[config.mk]
export PLATFORM = sky130hd
export DESIGN_NAME = button_conditioner
export DESIGN_NICKNAME = d
export VERILOG_FILES = /design/src/rtl/button_conditioner.sv
export SDC_FILE = /design/constraint.sdc
export NUM_CORES = 1
export LEC_CHECK = 0
export BUFFER_PORTS_ARGS = -buffer_cell sky130_fd_sc_hd__buf_2
export CAP_MARGIN = 0
export CORE_MARGIN = 2
export CORE_UTILIZATION = 45
export CTS_BUF_LIST = sky130_fd_sc_hd__clkbuf_8
export DETAILED_ROUTE_END_ITERATION = 6
export HOLD_SLACK_MARGIN = 0.15
export PLACE_DENSITY = 0.61
export SETUP_SLACK_MARGIN = 0.5
export SYNTH_ARGS = -nofsm -noshare
export SYNTH_HDL_FRONTEND = slang
export SYNTH_SLANG_ARGS = --single-unit
[constraint.sdc]
create_clock -name clk -period 3.85 [get_ports clk]
set_clock_uncertainty 0.2 [all_clocks]
set_input_delay 0 -clock clk [delete_from_list [all_inputs] [get_ports clk]]
set_output_delay 0 -clock clk [all_outputs]
set_load 0.05 [all_outputs]
[src/rtl/button_conditioner.sv]
// Purpose : N-channel push-button front end: sync, debounce, edge, long-press and auto-repeat pulses.
// Latency : 2 clk sync, then level/press on the DB_TICKS-th consecutive differing sample tick (registered).
// Backpress: none; outputs are free-running pulses/levels, the consumer must sample every clk.
//
// Ports:
//   clk          system clock, the only clock
//   rst          asynchronous active-low reset
//   btn[N]       raw bouncy button inputs, asynchronous to clk
//   repeat_en    1 = auto-repeat pulses enabled on all channels
//   level[N]     debounced button state
//   press[N]     1-clk pulse on level 0->1
//   release_pls  1-clk pulse on level 1->0 ("release" is a reserved word)
//   hold[N]      1-clk pulse when the long-press threshold is reached
//   repeat_pls   1-clk auto-repeat pulse ("repeat" is a reserved word)
module button_conditioner #(
    parameter int N            = 4,
    parameter int CLK_DIV      = 250_000,
    parameter int DB_TICKS     = 4,
    parameter int HOLD_TICKS   = 200,
    parameter int REPEAT_TICKS = 50
) (
    input  logic         clk,
    input  logic         rst,
    input  logic [N-1:0] btn,
    input  logic         repeat_en,
    output logic [N-1:0] level,
    output logic [N-1:0] press,
    output logic [N-1:0] release_pls,
    output logic [N-1:0] hold,
    output logic [N-1:0] repeat_pls
);

    localparam int CW   = (CLK_DIV > 1) ? $clog2(CLK_DIV) : 1;
    localparam int DW   = (DB_TICKS > 1) ? $clog2(DB_TICKS) : 1;
    localparam int HMAX = (HOLD_TICKS > REPEAT_TICKS) ? HOLD_TICKS : REPEAT_TICKS;
    localparam int HW   = (HMAX > 1) ? $clog2(HMAX) : 1;

    localparam logic [CW-1:0] DIV_LAST  = CW'(CLK_DIV - 1);
    localparam logic [DW-1:0] DB_LAST   = DW'(DB_TICKS - 1);
    localparam logic [HW-1:0] HOLD_LAST = HW'(HOLD_TICKS - 1);
    localparam logic [HW-1:0] RPT_LAST  = HW'(REPEAT_TICKS - 1);

    typedef enum logic [1:0] {
        ST_UP   = 2'd0,
        ST_DOWN = 2'd1,
        ST_RPT  = 2'd2
    } state_e;

    // shared sample-enable divider
    logic [CW-1:0] div_cnt_q, div_cnt_d;
    logic          tick;

    // per-channel state
    logic [N-1:0]  sync1_q, sync1_d;
    logic [N-1:0]  sync2_q, sync2_d;
    logic [DW-1:0] dcnt_q [N];
    logic [DW-1:0] dcnt_d [N];
    logic [N-1:0]  level_q, level_d;
    logic [N-1:0]  rise, fall;
    state_e        state_q [N];
    state_e        state_d [N];
    logic [HW-1:0] hcnt_q [N];
    logic [HW-1:0] hcnt_d [N];
    logic [N-1:0]  press_q, press_d;
    logic [N-1:0]  release_q, release_d;
    logic [N-1:0]  hold_q, hold_d;
    logic [N-1:0]  repeat_q, repeat_d;

    assign tick = (div_cnt_q == DIV_LAST);

    always_comb begin
        div_cnt_d = tick ? '0 : div_cnt_q + CW'(1);
        sync1_d   = btn;
        sync2_d   = sync1_q;
    end

    // Debounce: the counter only moves on ticks, so level can only change on a tick.
    // rise/fall are the toggle qualifiers for this cycle; they feed both the edge
    // pulse registers and the hold FSM so all three update on the same edge.
    always_comb begin
        dcnt_d  = dcnt_q;
        level_d = level_q;
        rise    = '0;
        fall    = '0;
        for (int i = 0; i < N; i++) begin
            if (tick) begin
                if (sync2_q[i] == level_q[i]) begin
                    dcnt_d[i] = '0;
                end else if (dcnt_q[i] == DB_LAST) begin
                    dcnt_d[i]  = '0;
                    level_d[i] = ~level_q[i];
                    rise[i]    = ~level_q[i];
                    fall[i]    = level_q[i];
                end else begin
                    dcnt_d[i] = dcnt_q[i] + DW'(1);
                end
            end
        end
        press_d   = rise;
        release_d = fall;
    end

    // Hold / repeat FSM. Release has priority over everything, so a tick that
    // coincides with release never produces hold or repeat. The press cycle moves
    // UP->DOWN without counting, so the first counted tick is the next one.
    always_comb begin
        state_d  = state_q;
        hcnt_d   = hcnt_q;
        hold_d   = '0;
        repeat_d = '0;
        for (int i = 0; i < N; i++) begin
            if (fall[i]) begin
                state_d[i] = ST_UP;
                hcnt_d[i]  = '0;
            end else begin
                case (state_q[i])
                    ST_UP: begin
                        if (rise[i]) begin
                            state_d[i] = ST_DOWN;
                            hcnt_d[i]  = '0;
                        end
                    end
                    ST_DOWN: begin
                        if (tick) begin
                            if (hcnt_q[i] == HOLD_LAST) begin
                                hold_d[i]  = 1'b1;
                                state_d[i] = ST_RPT;
                                hcnt_d[i]  = '0;
                            end else begin
                                hcnt_d[i] = hcnt_q[i] + HW'(1);
                            end
                        end
                    end
                    ST_RPT: begin
                        // the repeat grid keeps running while repeat_en is low so
                        // enabling it later lands on the same cadence
                        if (tick) begin
                            if (hcnt_q[i] == RPT_LAST) begin
                                repeat_d[i] = repeat_en;
                                hcnt_d[i]   = '0;
                            end else begin
                                hcnt_d[i] = hcnt_q[i] + HW'(1);
                            end
                        end
                    end
                    default: begin
                        state_d[i] = ST_UP;
                        hcnt_d[i]  = '0;
                    end
                endcase
            end
        end
    end

    always_ff @(posedge clk or negedge rst) begin
        if (!rst) begin
            div_cnt_q <= '0;
            sync1_q   <= '0;
            sync2_q   <= '0;
            level_q   <= '0;
            press_q   <= '0;
            release_q <= '0;
            hold_q    <= '0;
            repeat_q  <= '0;
            for (int i = 0; i < N; i++) begin
                dcnt_q[i]  <= '0;
                hcnt_q[i]  <= '0;
                state_q[i] <= ST_UP;
            end
        end else begin
            div_cnt_q <= div_cnt_d;
            sync1_q   <= sync1_d;
            sync2_q   <= sync2_d;
            level_q   <= level_d;
            press_q   <= press_d;
            release_q <= release_d;
            hold_q    <= hold_d;
            repeat_q  <= repeat_d;
            for (int i = 0; i < N; i++) begin
                dcnt_q[i]  <= dcnt_d[i];
                hcnt_q[i]  <= hcnt_d[i];
                state_q[i] <= state_d[i];
            end
        end
    end

    assign level       = level_q;
    assign press       = press_q;
    assign release_pls = release_q;
    assign hold        = hold_q;
    assign repeat_pls  = repeat_q;

endmodule

==> metrics.txt <==
outcome complete, no violations; Routed Antenna Nets 0; Tot GR Track Use 18.5%; Worst-Skew Late Latency 0.38 ns; max-cap violations 0; EDFF count, synth 0; fin crit period between 3 and 4 ns; Yosys warning total 0; synth cell count leaders dfrtp_1, nand2_1, nor2_1; syn_nets about 540; layout cells sized above 1 14.1%; routed vias/inst 5.79; post_cts resized 0; DRT Pass-1 Iters 4; depth of the worst register-to-register path 7; Mapped Avg Cell Area around 10 sq um; nets approximately 580; Final Hold Viols 0; Critical Path Source Type flip-flop; I/O pins 27; FP Rows 39; Slowest Stage Delay on Critical Path 0.81 ns; FF+latch count, synth 94; PortBufs 26; initial antenna violation count 0; Reg2Reg Setup Slack 0.71 ns; P&R area growth vs syn 11.5%; TritonCTS clock tree yes; Slew HR 45.2%; Power Dens Cells 291 mW/mm^2; final worst-path cycle share roughly 80%; leak pwr about 2.6 nW; Die H 111 um; met3 usage ~3.8%; Slew Viols, Final 0; worst path cell trace ha_1, nand3_2, or4_1, buf_12, o221ai_1, a21oi_2, mux2_2; vias 3982; CP arrival 3.19 ns; peak supply drop 261 uV; pin count of the biggest net entering global routing 59; async set-reset flop share out of synthesis 100%; CP max FO 19; hold buffers post-CTS 12; share of the synthesized area in the top cell type roughly 45%; # fillers 1024; Hold WC Path Type flip-flop to flip-flop; Post-Syn Area between 0.005 and 0.006 sq mm; Iter 0 DRT Violations 205; CTS max path bufs 2; Syn Inst Count 502; WL per Instance about 16 um; unrepaired setup endpoints after global routing false; Main synth FF type dfrtp_1; setup TNS 0 ns; Die X 111 um; area of the multi-input gates between 0.002 and 0.003 sq mm; met2 Use GR 28.0%; Power Total 0.00168 W; Reg-to-Reg Start div_cnt_q[0]$_DFF_PN0_; Worst Setup EP hcnt_q[16]$_DFFE_PN0P_; Die Area 0.0124 sq mm; clk sinks 94; met1 usage a little over a quarter; crit end category flip-flop; first-pass GRT wire length 18.6 mm; DP HPWL ~7.6 mm; # setup viols final 0; Post-route DRC 0; Yosys cell types 62; most used routing layer met2; Root Buffer clkbuf_8; most area-consuming cells after synthesis dfrtp_1, ha_1, a22o_1, nand2_1, o22ai_1; CP required ~3.9 ns; Starting Density 45.7%; Worst Setup SP div_cnt_q[0]$_DFF_PN0_; H-tree levels 3; Final Wtd Congestion 0.834; Seq/Total Area, Yosys between 40% and 50%; vias in the first global route 3810; actual slew at the worst max-slew pin between 0.8 and 0.9 ns; Post-CTS Setup Inserts 0; Critical-path top delay cell or4_1; Detailed Route WL 10.8 mm; HP Start sync1_q[2]$_DFF_PN0_; r2r endpoint hcnt_q[16]$_DFFE_PN0P_; fmax 319 MHz; GRT overflow 0; cell taking the most area after synthesis dfrtp_1; top-count cell post-synth dfrtp_1; CTS Buf Count 9; # diodes 0; Core Region between 0.01 and 0.015 sq mm; minimum hold slack 0.154 ns; CTS clock-pin slew for the worst setup and hold paths 0.09 ns; crit path kind flip-flop to flip-flop; Seq. cell area 0.00235 sq mm
kinds of logic (layout without fill, tap and decap cells):
logic type / after synthesis / in the layout / share of synthesized area [%]
multiplexers: 8 / 8 / 1.72
adder cells (fa/ha/maj): 29 / 29 / 7.01
flip-flops: 94 / 94 / 45.5
XOR/XNOR: 17 / 17 / 2.88
AND/OR/NAND/NOR: 211 / 211 / 22.8
buffers and inverters: 34 / 77 / 2.90
AO/OA/AOI/OAI: 109 / 109 / 17.3
area by class of cell:
class,instances,area share [%]
tap,143,3.10
clock buffer,9,2.15
timing repair buffer,42,5.12
multi-input combinational,374,46.3
sequential,94,40.8
clock inverter,7,1.28
inverter,19,1.24
cell usage in the layout, fill, tap and decap left out, types with 7 or more instances in the layout:
| cell type | netlist | final |
|---|---|---|
| xor2_1 | 11 | 11 |
| o22ai_1 | 24 | 24 |
| ha_1 | 29 | 29 |
| nor2_1 | 36 | 36 |
| inv_1 | 19 | 20 |
| buf_2 | 3 | 25 |
| nor4_1 | 7 | 7 |
| a22o_1 | 23 | 23 |
| clkbuf_8 | 0 | 9 |
| nor3_1 | 11 | 11 |
| nand3_1 | 26 | 26 |
| and3_1 | 16 | 16 |
| nand2_1 | 40 | 40 |
| dlygate4sd3_1 | 0 | 12 |
| nor2b_1 | 17 | 17 |
| dfrtp_1 | 94 | 94 |
| mux2_2 | 7 | 7 |
| or3_1 | 9 | 9 |
state kept, by name, summed over array words and instances, names as in the netlist:
register	cells
hcnt_q	32
div_cnt_q	18
dcnt_q	8
state_q	8
hold	4
level	4
press	4
release_pls	4
repeat_pls	4
sync1_q	4
sync2_q	4
metrics by stage:
stage | setup slack (ns) | utilization, % | cell area (sq um) | cells
6_report | 0.714 | 51.0 | 5770 | 688
3_5_place_dp | 0.763 | 48.1 | 5450 | 660
4_1_cts | 0.739 | 51.0 | 5770 | 688
5_1_grt | 0.528 | 51.0 | 5770 | 688
3_3_place_gp | 0.777 | 48.1 | 5450 | 660
2_1_floorplan | 1.28 | - | 5170 | 502
worst max-delay path: cells and delay by family, from the launching register on:
kind | cells | cell delay, ns
mux | 1 | 0.30
flops | 1 | 0.39
compound gates | 2 | 0.71
fa+ha+maj | 1 | 0.20
simple gates | 2 | 0.93
buf+inv | 1 | 0.28
worst min path at each step:
stage,endpoint,slack [ns],cells after the start
after global routing,sync2_q[0]$_DFF_PN0_,0.17,0
after detailed placement,sync1_q[3]$_DFF_PN0_,-0.09,1
after CTS,sync2_q[0]$_DFF_PN0_,0.16,0
after floorplan,dcnt_q[0]$_DFFE_PN0N_,-0.50,0
final,sync2_q[2]$_DFF_PN0_,0.15,0
after global placement,sync1_q[0]$_DFF_PN0_,-0.09,1
routing by layer:
layer  routed length (um)  share of wire (%)  vias to the layer above
met3                  469                4.3                       11
met2                 4810                 44                       85
met4                  161                1.5                        0
met1                 5380                 50                     1927
met5                    0                  0                        -
li1                     -                  -                     1959
power breakdown:
group	total (W)	internal, W	switching (W)
registers	0.000993	0.000991	0.00000245
logic	0.0000348	0.0000128	0.0000220
clock network	0.000653	0.000301	0.000352
total	0.00168	0.00130	0.000376
(Power assumes the default switching activity.)
